### src/rtl/menu_key_square.sv
// Menu key icon: pixel hit-test with press-down animation and key accept pulse.
// Optional MENU_KEY_BLINK_EN: icon blinks while the key is held.
module menu_key_square #(
  parameter logic [10:0] TOP_LEFT_X = 11'd288,
  parameter logic [10:0] TOP_LEFT_Y = 11'd224,
  parameter int OBJECT_WIDTH_X = 32,
  parameter int OBJECT_HEIGHT_Y = 32,
  parameter int PRESS_FRAMES = 8,
  parameter int PRESS_SHIFT = 2
) (
  input  logic        clk,
  input  logic        resetN,
  input  logic [10:0] pixelX,
  input  logic [10:0] pixelY,
  input  logic        startOfFrame,
  input  logic        enable,
  input  logic        keyPress,
  output logic        InsideRectangle,
  output logic [10:0] offsetX,
  output logic [10:0] offsetY,
  output logic        keyAccepted
);

  typedef enum logic [1:0] {
    IDLE    = 2'd0,
    PRESSED = 2'd1,
    HOLD    = 2'd2
  } state_t;

  localparam logic [11:0] X_LO = {1'b0, TOP_LEFT_X};
  localparam logic [11:0] X_HI = X_LO + 12'(OBJECT_WIDTH_X);

  state_t      state;
  logic [3:0]  frame_cnt;
  logic [10:0] shift_y;
  logic [11:0] top_y;
  logic [11:0] bot_y;
  logic [11:0] px;
  logic [11:0] py;
  logic        hit;
  logic        show;

`ifdef MENU_KEY_BLINK_EN
  logic [3:0]  blink_cnt;
`endif

  assign px    = {1'b0, pixelX};
  assign py    = {1'b0, pixelY};
  assign top_y = {1'b0, TOP_LEFT_Y} + {1'b0, shift_y};
  assign bot_y = top_y + 12'(OBJECT_HEIGHT_Y);

  // Hit test against the icon box, shifted down while pressed
  always_comb begin
    hit = (px >= X_LO) && (px < X_HI) &&
          (py >= top_y) && (py < bot_y);
    show = 1'b1;
`ifdef MENU_KEY_BLINK_EN
    if (state == HOLD && blink_cnt[3])
      show = 1'b0;
`endif
  end

  // Key FSM, frame counters and registered pixel outputs
  always_ff @(posedge clk) begin
    if (!resetN || !enable) begin
      state           <= IDLE;
      frame_cnt       <= 4'd0;
      shift_y         <= 11'd0;
      InsideRectangle <= 1'b0;
      offsetX         <= 11'd0;
      offsetY         <= 11'd0;
      keyAccepted     <= 1'b0;
`ifdef MENU_KEY_BLINK_EN
      blink_cnt       <= 4'd0;
`endif
    end else begin
      keyAccepted <= 1'b0;
      if (hit && show) begin
        InsideRectangle <= 1'b1;
        offsetX         <= pixelX - TOP_LEFT_X;
        offsetY         <= py[10:0] - top_y[10:0];
      end else begin
        InsideRectangle <= 1'b0;
        offsetX         <= 11'd0;
        offsetY         <= 11'd0;
      end
      if (startOfFrame) begin
        unique case (state)
          IDLE: begin
            if (keyPress) begin
              state       <= PRESSED;
              frame_cnt   <= 4'(PRESS_FRAMES - 1);
              shift_y     <= 11'(PRESS_SHIFT);
              keyAccepted <= 1'b1;
            end
          end
          PRESSED: begin
            if (frame_cnt != 4'd0) begin
              frame_cnt <= frame_cnt - 4'd1;
            end else begin
              shift_y <= 11'd0;
              state   <= keyPress ? HOLD : IDLE;
`ifdef MENU_KEY_BLINK_EN
              blink_cnt <= 4'd0;
`endif
            end
          end
          HOLD: begin
            if (!keyPress)
              state <= IDLE;
`ifdef MENU_KEY_BLINK_EN
            else
              blink_cnt <= blink_cnt + 4'd1;
`endif
          end
          default: state <= IDLE;
        endcase
      end
    end
  end

endmodule

### config.mk
export PLATFORM = sky130hd
export DESIGN_NAME = menu_key_square
export DESIGN_NICKNAME = d
export VERILOG_FILES = /design/src/rtl/menu_key_square.sv
export SDC_FILE = /design/constraint.sdc
export NUM_CORES = 1
export LEC_CHECK = 0
export ABC_CLOCK_PERIOD_IN_PS = 6400
export CAP_MARGIN = 20
export CORE_MARGIN = 2
export CORE_UTILIZATION = 47
export DETAILED_ROUTE_END_ITERATION = 8
export GPL_TIMING_DRIVEN = 0
export PLACE_DENSITY = 0.84
export SLEW_MARGIN = 40
export SYNTH_ARGS = -nofsm -noshare
export SYNTH_HDL_FRONTEND = slang
export SYNTH_SLANG_ARGS = --single-unit
### constraint.sdc
create_clock -name clk -period 6.4 [get_ports clk]
set_input_delay 1.28 -clock clk [delete_from_list [all_inputs] [get_ports clk]]
set_output_delay 1.28 -clock clk [all_outputs]
set_load 0.05 [all_outputs]
==> impl_metrics.py, run 1 <==
metrics = {
    "final_layout": {
        "fin_area_sq_um": 2020,
        "syn_to_final_growth_pct": 43.6,
        "diodes": 0,
        "drive_above_1_share": 0.165,
        "fin_cells": 231,
        "fin_nets": 231,
        "fin_util": 0.719,
    },
    "clock_network": {
        "cts_sinks": 31,
        "postCtsHoldBufs": 0,
        "clk_pin_slew_ps": 100,
        "cts_resized": 0,
        "htreeDepth": 2,
        "post_cts_buffers": 0,
        "cts_buffers": 5,
        "cts-root-buf": "clkbuf_4",
        "clock_latency_ps": 340,
        "cts_tree": "done",
        "cts_buffer_depth": 2,
    },
    "synth": {
        "netlist_instances": 142,
        "yosysTopAreaCell": "dfxtp_1",
        "synth-warning-count": 0,
        "synth_cell_types": 35,
        "synth_nets": 174,
        "synth_top_area_share": 0.442,
        "async_reset_ff_frac": 0,
        "yosysSeqAreaShare": 0.442,
        "synth_edf_count": 0,
        "avgSynthCellArea_sq_um": 9.89,
        "synth_seq_cells": 31,
        "synth_commonest_cells": "31 x dfxtp_1, 11 x nand2_1, 10 x nor2_1",
        "synthFlopType": "dfxtp_1",
        "ys_top_cells_by_area": "dfxtp_1 44%, nor3_2 6.4%, nor3b_2 6.2%, ha_1 4.5%, nand2_1 2.9%",
        "synth_area_sq_um": 1400,
        "synth.most_common_cell": "dfxtp_1",
    },
    "outcome": {
        "outcome": "finished, violations left",
        "violations": "DRC",
    },
    "timing": {
        "finClkSkew_ps": 4.48,
        "worst_slack_ps": 3000,
        "fin_worst_hold_slack_ps": 499,
        "setup_viol": 0,
        "hold_violations": 0,
        "max_freq_ghz": 0.294,
        "finalCritPeriodShare": 0.531,
        "maxSlewViolCount": 0,
        "grt_setup_unrepaired": "false",
        "min_period_ps": 3400,
        "tns_ps": 0,
        "worst_pin_slew_ps": 523,
        "maxSlewHeadroom": 0.651,
    },
    "grt": {
        "grt_max_degree": 11,
        "met3_usage": 0.0791,
        "grt_use_total": 0.212,
        "top_usage_layer": "met2",
        "antenna_found_initial": 0,
        "use_met2": 0.355,
        "grt_pass1_vias": 1224,
        "grt-ovfl-total": 0,
        "grt_use_met1": 0.229,
        "grt_pass1_wl_um": 5350,
    },
    "power_and_ir_drop": {
        "p_leak_nw": 0.719,
        "finalPower_mw": 0.381,
        "p_per_area_nw_per_um2": 189,
        "ir_drop_v": 0.000112,
    },
    "placed_design": {
        "dpl.hpwl_um": 2590,
        "numPortBuffers": 50,
        "place_area_sq_um": 1940,
        "numPlacedInstances": 223,
        "place.gp.congestion": 0.760,
        "dp_worst_setup_slack_ps": 2660,
    },
    "drt": {
        "drc_errors": 5,
        "vias_per_cell": 5.48,
        "vias": 1267,
        "drtIter0Drc": 67,
        "post_drt_wl_per_cell_um": 14.6,
        "drtAntennaViolNets": 0,
        "drt_wl_total_um": 3370,
        "first_pass_iters": 6,
    },
    "floorplanning": {
        "std_cell_rows": 19,
        "die_w_um": 58.7,
        "start_util": 0.500,
        "core_sq_um": 2810,
        "io_pins": 51,
        "die_area_sq_um": 3440,
        "die_h_um": 58.7,
    },
    "worst_setup_path": {
        "startpoint": "pixelY[1]",
        "end_kind": "flip-flop",
        "timing_worst_setup_path_type": "input port to flip-flop",
        "worstPathArrival_ps": 3630,
        "cp_max_fo": 10,
        "reg2reg_depth": 7,
        "startpoint_type": "input port",
        "cp.required_ps": 6630,
        "r2r_start": "shift_y[1]$_SDFFE_PP0P_",
    },
    "hold_path": {
        "min_path_cells": 1,
        "hold_path_startpoint": "frame_cnt[0]$_SDFFE_PP0P_",
        "min_path_type": "flip-flop to flip-flop",
    },
    "run": {
        "maxCapViolations": 0,
    },
}
[placed cells by master (no fill, tap or decap), drive strengths merged, types with 3 or more instances in the layout]
cell type / n
a211oi: 3
nor3b: 9
o21ai: 5
inv: 7
xor2: 3
nand2: 11
clkbuf: 8
buf: 4
nand2b: 3
xnor2: 4
a21oi: 7
ha: 5
nor2: 10
clkdlybuf4s50: 50
nor3: 18
dfxtp: 31
[state kept, by name, indices dropped and copies added (netlist names)]
register	flops
offsetX	11
offsetY	11
frame_cnt	4
state	2
InsideRectangle	1
keyAccepted	1
shift_y	1
[per-layer routing]
| metal | up-vias | routed length, um |
|---|---|---|
| met5 | - | 0 |
| met4 | 0 | 116 |
| met3 | 13 | 247 |
| met2 | 55 | 1710 |
| met1 | 581 | 1300 |
| li1 | 618 | - |
[cells by family after synthesis]
family | synth area share
AO/OA/AOI/OAI | 0.0962
XOR/XNOR | 0.0437
adder cells (fa/ha/maj) | 0.0446
buffers and inverters | 0.0446
flip-flops | 0.442
AND/OR/NAND/NOR | 0.329
[cell type report]
| class | count | area (sq um) |
|---|---|---|
| buffer | 5 | 36.3 |
| clock buffer | 7 | 65.1 |
| clock inverter | 1 | 7.51 |
| fill | 211 | 790 |
| inverter | 7 | 26.3 |
| multi-input combinational | 99 | 721 |
| sequential | 31 | 621 |
| tap | 31 | 38.8 |
| timing repair buffer | 50 | 500 |
[worst max-delay path, cell delays in order]
cell,delay (ps)
clkdlybuf4s50_1,400
inv_1,50
ha_1,180
or4b_2,580
clkbuf_1,190
o21ai_0,300
a221o_1,350
buf_6,220
nor3_2,70
[final timing paths]
kind	to	slack [ps]
max	offsetY[7]$_SDFF_PP0_	3000
min	frame_cnt[0]$_SDFFE_PP0P_	500
max reg2reg	offsetY[7]$_SDFF_PP0_	3990
min reg2reg	frame_cnt[0]$_SDFFE_PP0P_	500
[power breakdown]
| part | internal (mW) | switching [mW] | total (mW) |
|---|---|---|---|
| Combinational | 0.0266 | 0.0247 | 0.0513 |
| Clock | 0.0641 | 0.0695 | 0.134 |
| Sequential | 0.195 | 0.00182 | 0.196 |
(Power assumes the default switching activity.)
==> run 2, diff against run 1 <==
ABC_CLOCK_PERIOD_IN_PS = 3400   (was 6400)
CORE_UTILIZATION = 44   (was 47)
PLACE_DENSITY = 0.79   (was 0.84)
clock period = 3.4 ns   (was 6.4 ns; I/O delays follow)
==> run 2 against run 1 <==
Against the previous run: the flow now finishes without violations; combinational power increased by 87%; highest routed layer unchanged; first-iteration DRC count decreased by 73%; largest cell class unchanged; via count decreased by 4.9%; die area increased by 6.4%; setup slack got worse by 2400 ps; hold slack improved by 5.0 ps.
==> impl_metrics.py, run 2 (synthesis results as in run 1) <==
metrics = {
    "final_layout": {
        "drive_above_1_share": 0.155,
        "fin_nets": 231,
        "final_common_cell": "clkdlybuf4s50_1",
        "diodes": 0,
        "layout_common_cells": "50 x clkdlybuf4s50_1, 31 x dfxtp_1, 11 x nand2_1, 10 x nor2_1, 9 x nor3_2",
        "largestRegisters": "offsetX (11), offsetY (11), frame_cnt (4)",
        "fin_area_sq_um": 2010,
        "syn_to_final_growth_pct": 43.1,
    },
    "floorplanning": {
        "die_h_um": 60.5,
        "std_cell_rows": 20,
        "die_w_um": 60.5,
        "io_pins": 51,
        "core_sq_um": 3050,
        "die_area_sq_um": 3660,
        "start_util": 0.460,
    },
    "worst_setup_path": {
        "critPathSlowestCell": "or4b_2",
        "end_kind": "flip-flop",
        "worstPathArrival_ps": 3010,
        "timing_worst_setup_path_type": "input port to flip-flop",
        "crit_family": "buffers and inverters",
        "startpoint_type": "input port",
        "cp.required_ps": 3610,
        "critPathBufInv": 4,
        "crit_chain": "clkdlybuf4s50_1 > inv_1 > ha_1 > or4b_2 > clkbuf_1 > o21ai_0 > a221o_1 > buf_6 > nor3_2",
        "cp_max_fo": 10,
        "max_stage_delay_ps": 590,
    },
    "clock_network": {
        "clock_latency_ps": 330,
        "cts_buffer_depth": 2,
        "clk_pin_slew_ps": 90,
        "cts_sinks": 31,
        "post_cts_buffers": 0,
        "htreeDepth": 2,
        "cts-root-buf": "clkbuf_4",
        "postCtsHoldBufs": 0,
        "cts_buffers": 5,
        "cts_tree": "done",
        "cts_resized": 0,
    },
    "timing": {
        "min_period_ps": 2790,
        "setup_viol": 0,
        "tns_ps": 0,
        "finClkSkew_ps": 4.79,
        "maxSlewViolCount": 0,
        "grt_setup_unrepaired": "false",
        "finalCritPeriodShare": 0.822,
        "hold_violations": 0,
        "max_freq_ghz": 0.358,
        "worst_pin_slew_ps": 527,
        "maxSlewHeadroom": 0.648,
    },
    "grt": {
        "grt-ovfl-total": 0,
        "grt_use_met1": 0.222,
        "use_met2": 0.362,
        "grt_pass1_wl_um": 5310,
        "top_usage_layer": "met2",
        "grt_pass1_vias": 1213,
        "antenna_found_initial": 0,
        "met3_usage": 0.0384,
        "grt_max_degree": 11,
        "grt_use_total": 0.201,
    },
    "power_and_ir_drop": {
        "p_leak_nw": 0.711,
        "p_per_area_nw_per_um2": 333,
        "ir_drop_v": 0.000206,
    },
    "placed_design": {
        "dpl.hpwl_um": 2580,
        "numPortBuffers": 50,
        "place_area_sq_um": 1960,
        "place.gp.congestion": 0.781,
    },
    "drt": {
        "post_drt_wl_per_cell_um": 13.4,
        "drtIter0Drc": 18,
        "first_pass_iters": 4,
        "drtAntennaViolNets": 0,
        "vias": 1205,
        "vias_per_cell": 4.94,
        "drt_wl_total_um": 3270,
        "drc_errors": 0,
    },
    "run": {
        "maxCapViolations": 0,
    },
    "hold_path": {
        "min_path_type": "flip-flop to flip-flop",
    },
    "outcome": {
        "outcome": "complete, no violations",
    },
}
## run 2: cell types whose count changed in the layout (fill, tap and decap cells not counted), sizes merged
| cell | before | now |
|---|---|---|
| clkinv | 0 | 1 |
| clkinvlp | 1 | 0 |
## run 2: final cells by class
type                       instances  area [sq um]
timing repair buffer              50           500
tap                               44          55.1
inverter                           7          26.3
clock buffer                       7          45.0
buffer                             5          36.3
sequential                        31           621
clock inverter                     1          5.00
multi-input combinational         99           721
fill                             271          1040
## run 2: metrics by stage
stage	hold slack (ps)	worst slack [ps]	power, mW	utilization	std cells
after floorplan	453	1010	0.425	-	142
after global placement	466	381	0.470	0.642	236
after detailed placement	485	289	0.474	0.642	236
after CTS	498	619	0.671	0.658	244
after global routing	539	493	0.698	0.658	244
final	504	605	0.668	0.658	244
## run 2: metal layers
metal  up-vias  wire length (um)
met1       547              1420
met5         -                 0
met4         0                80
li1        615                 -
met3         9               150
met2        34              1620
## run 2: final timing paths
path                                  start                        end  slack, ps  cells after the start
setup reg to reg    shift_y[1]$_SDFFE_PP0P_      offsetX[9]$_SDFF_PP0_       1020                      7
setup / recovery                  pixelY[1]      offsetX[9]$_SDFF_PP0_        610                      9
hold / removal    frame_cnt[0]$_SDFFE_PP0P_  frame_cnt[0]$_SDFFE_PP0P_        500                      1
hold reg to reg   frame_cnt[0]$_SDFFE_PP0P_  frame_cnt[0]$_SDFFE_PP0P_        500                      1
## run 2: worst reg2reg max path, cell delays in order (launching register included)
cell and delay, ps:
dfxtp_1 370, ha_1 240, or4b_2 590, clkbuf_1 190, o21ai_0 250, a221o_1 340
buf_6 220, nor3_2 60
## run 2: power breakdown
group          switching (mW)  leakage, nW  internal [mW]
Sequential            0.00326        0.250          0.366
Clock                   0.123       0.0293         0.0805
Combinational          0.0458        0.432         0.0501
Total                   0.172        0.711          0.497
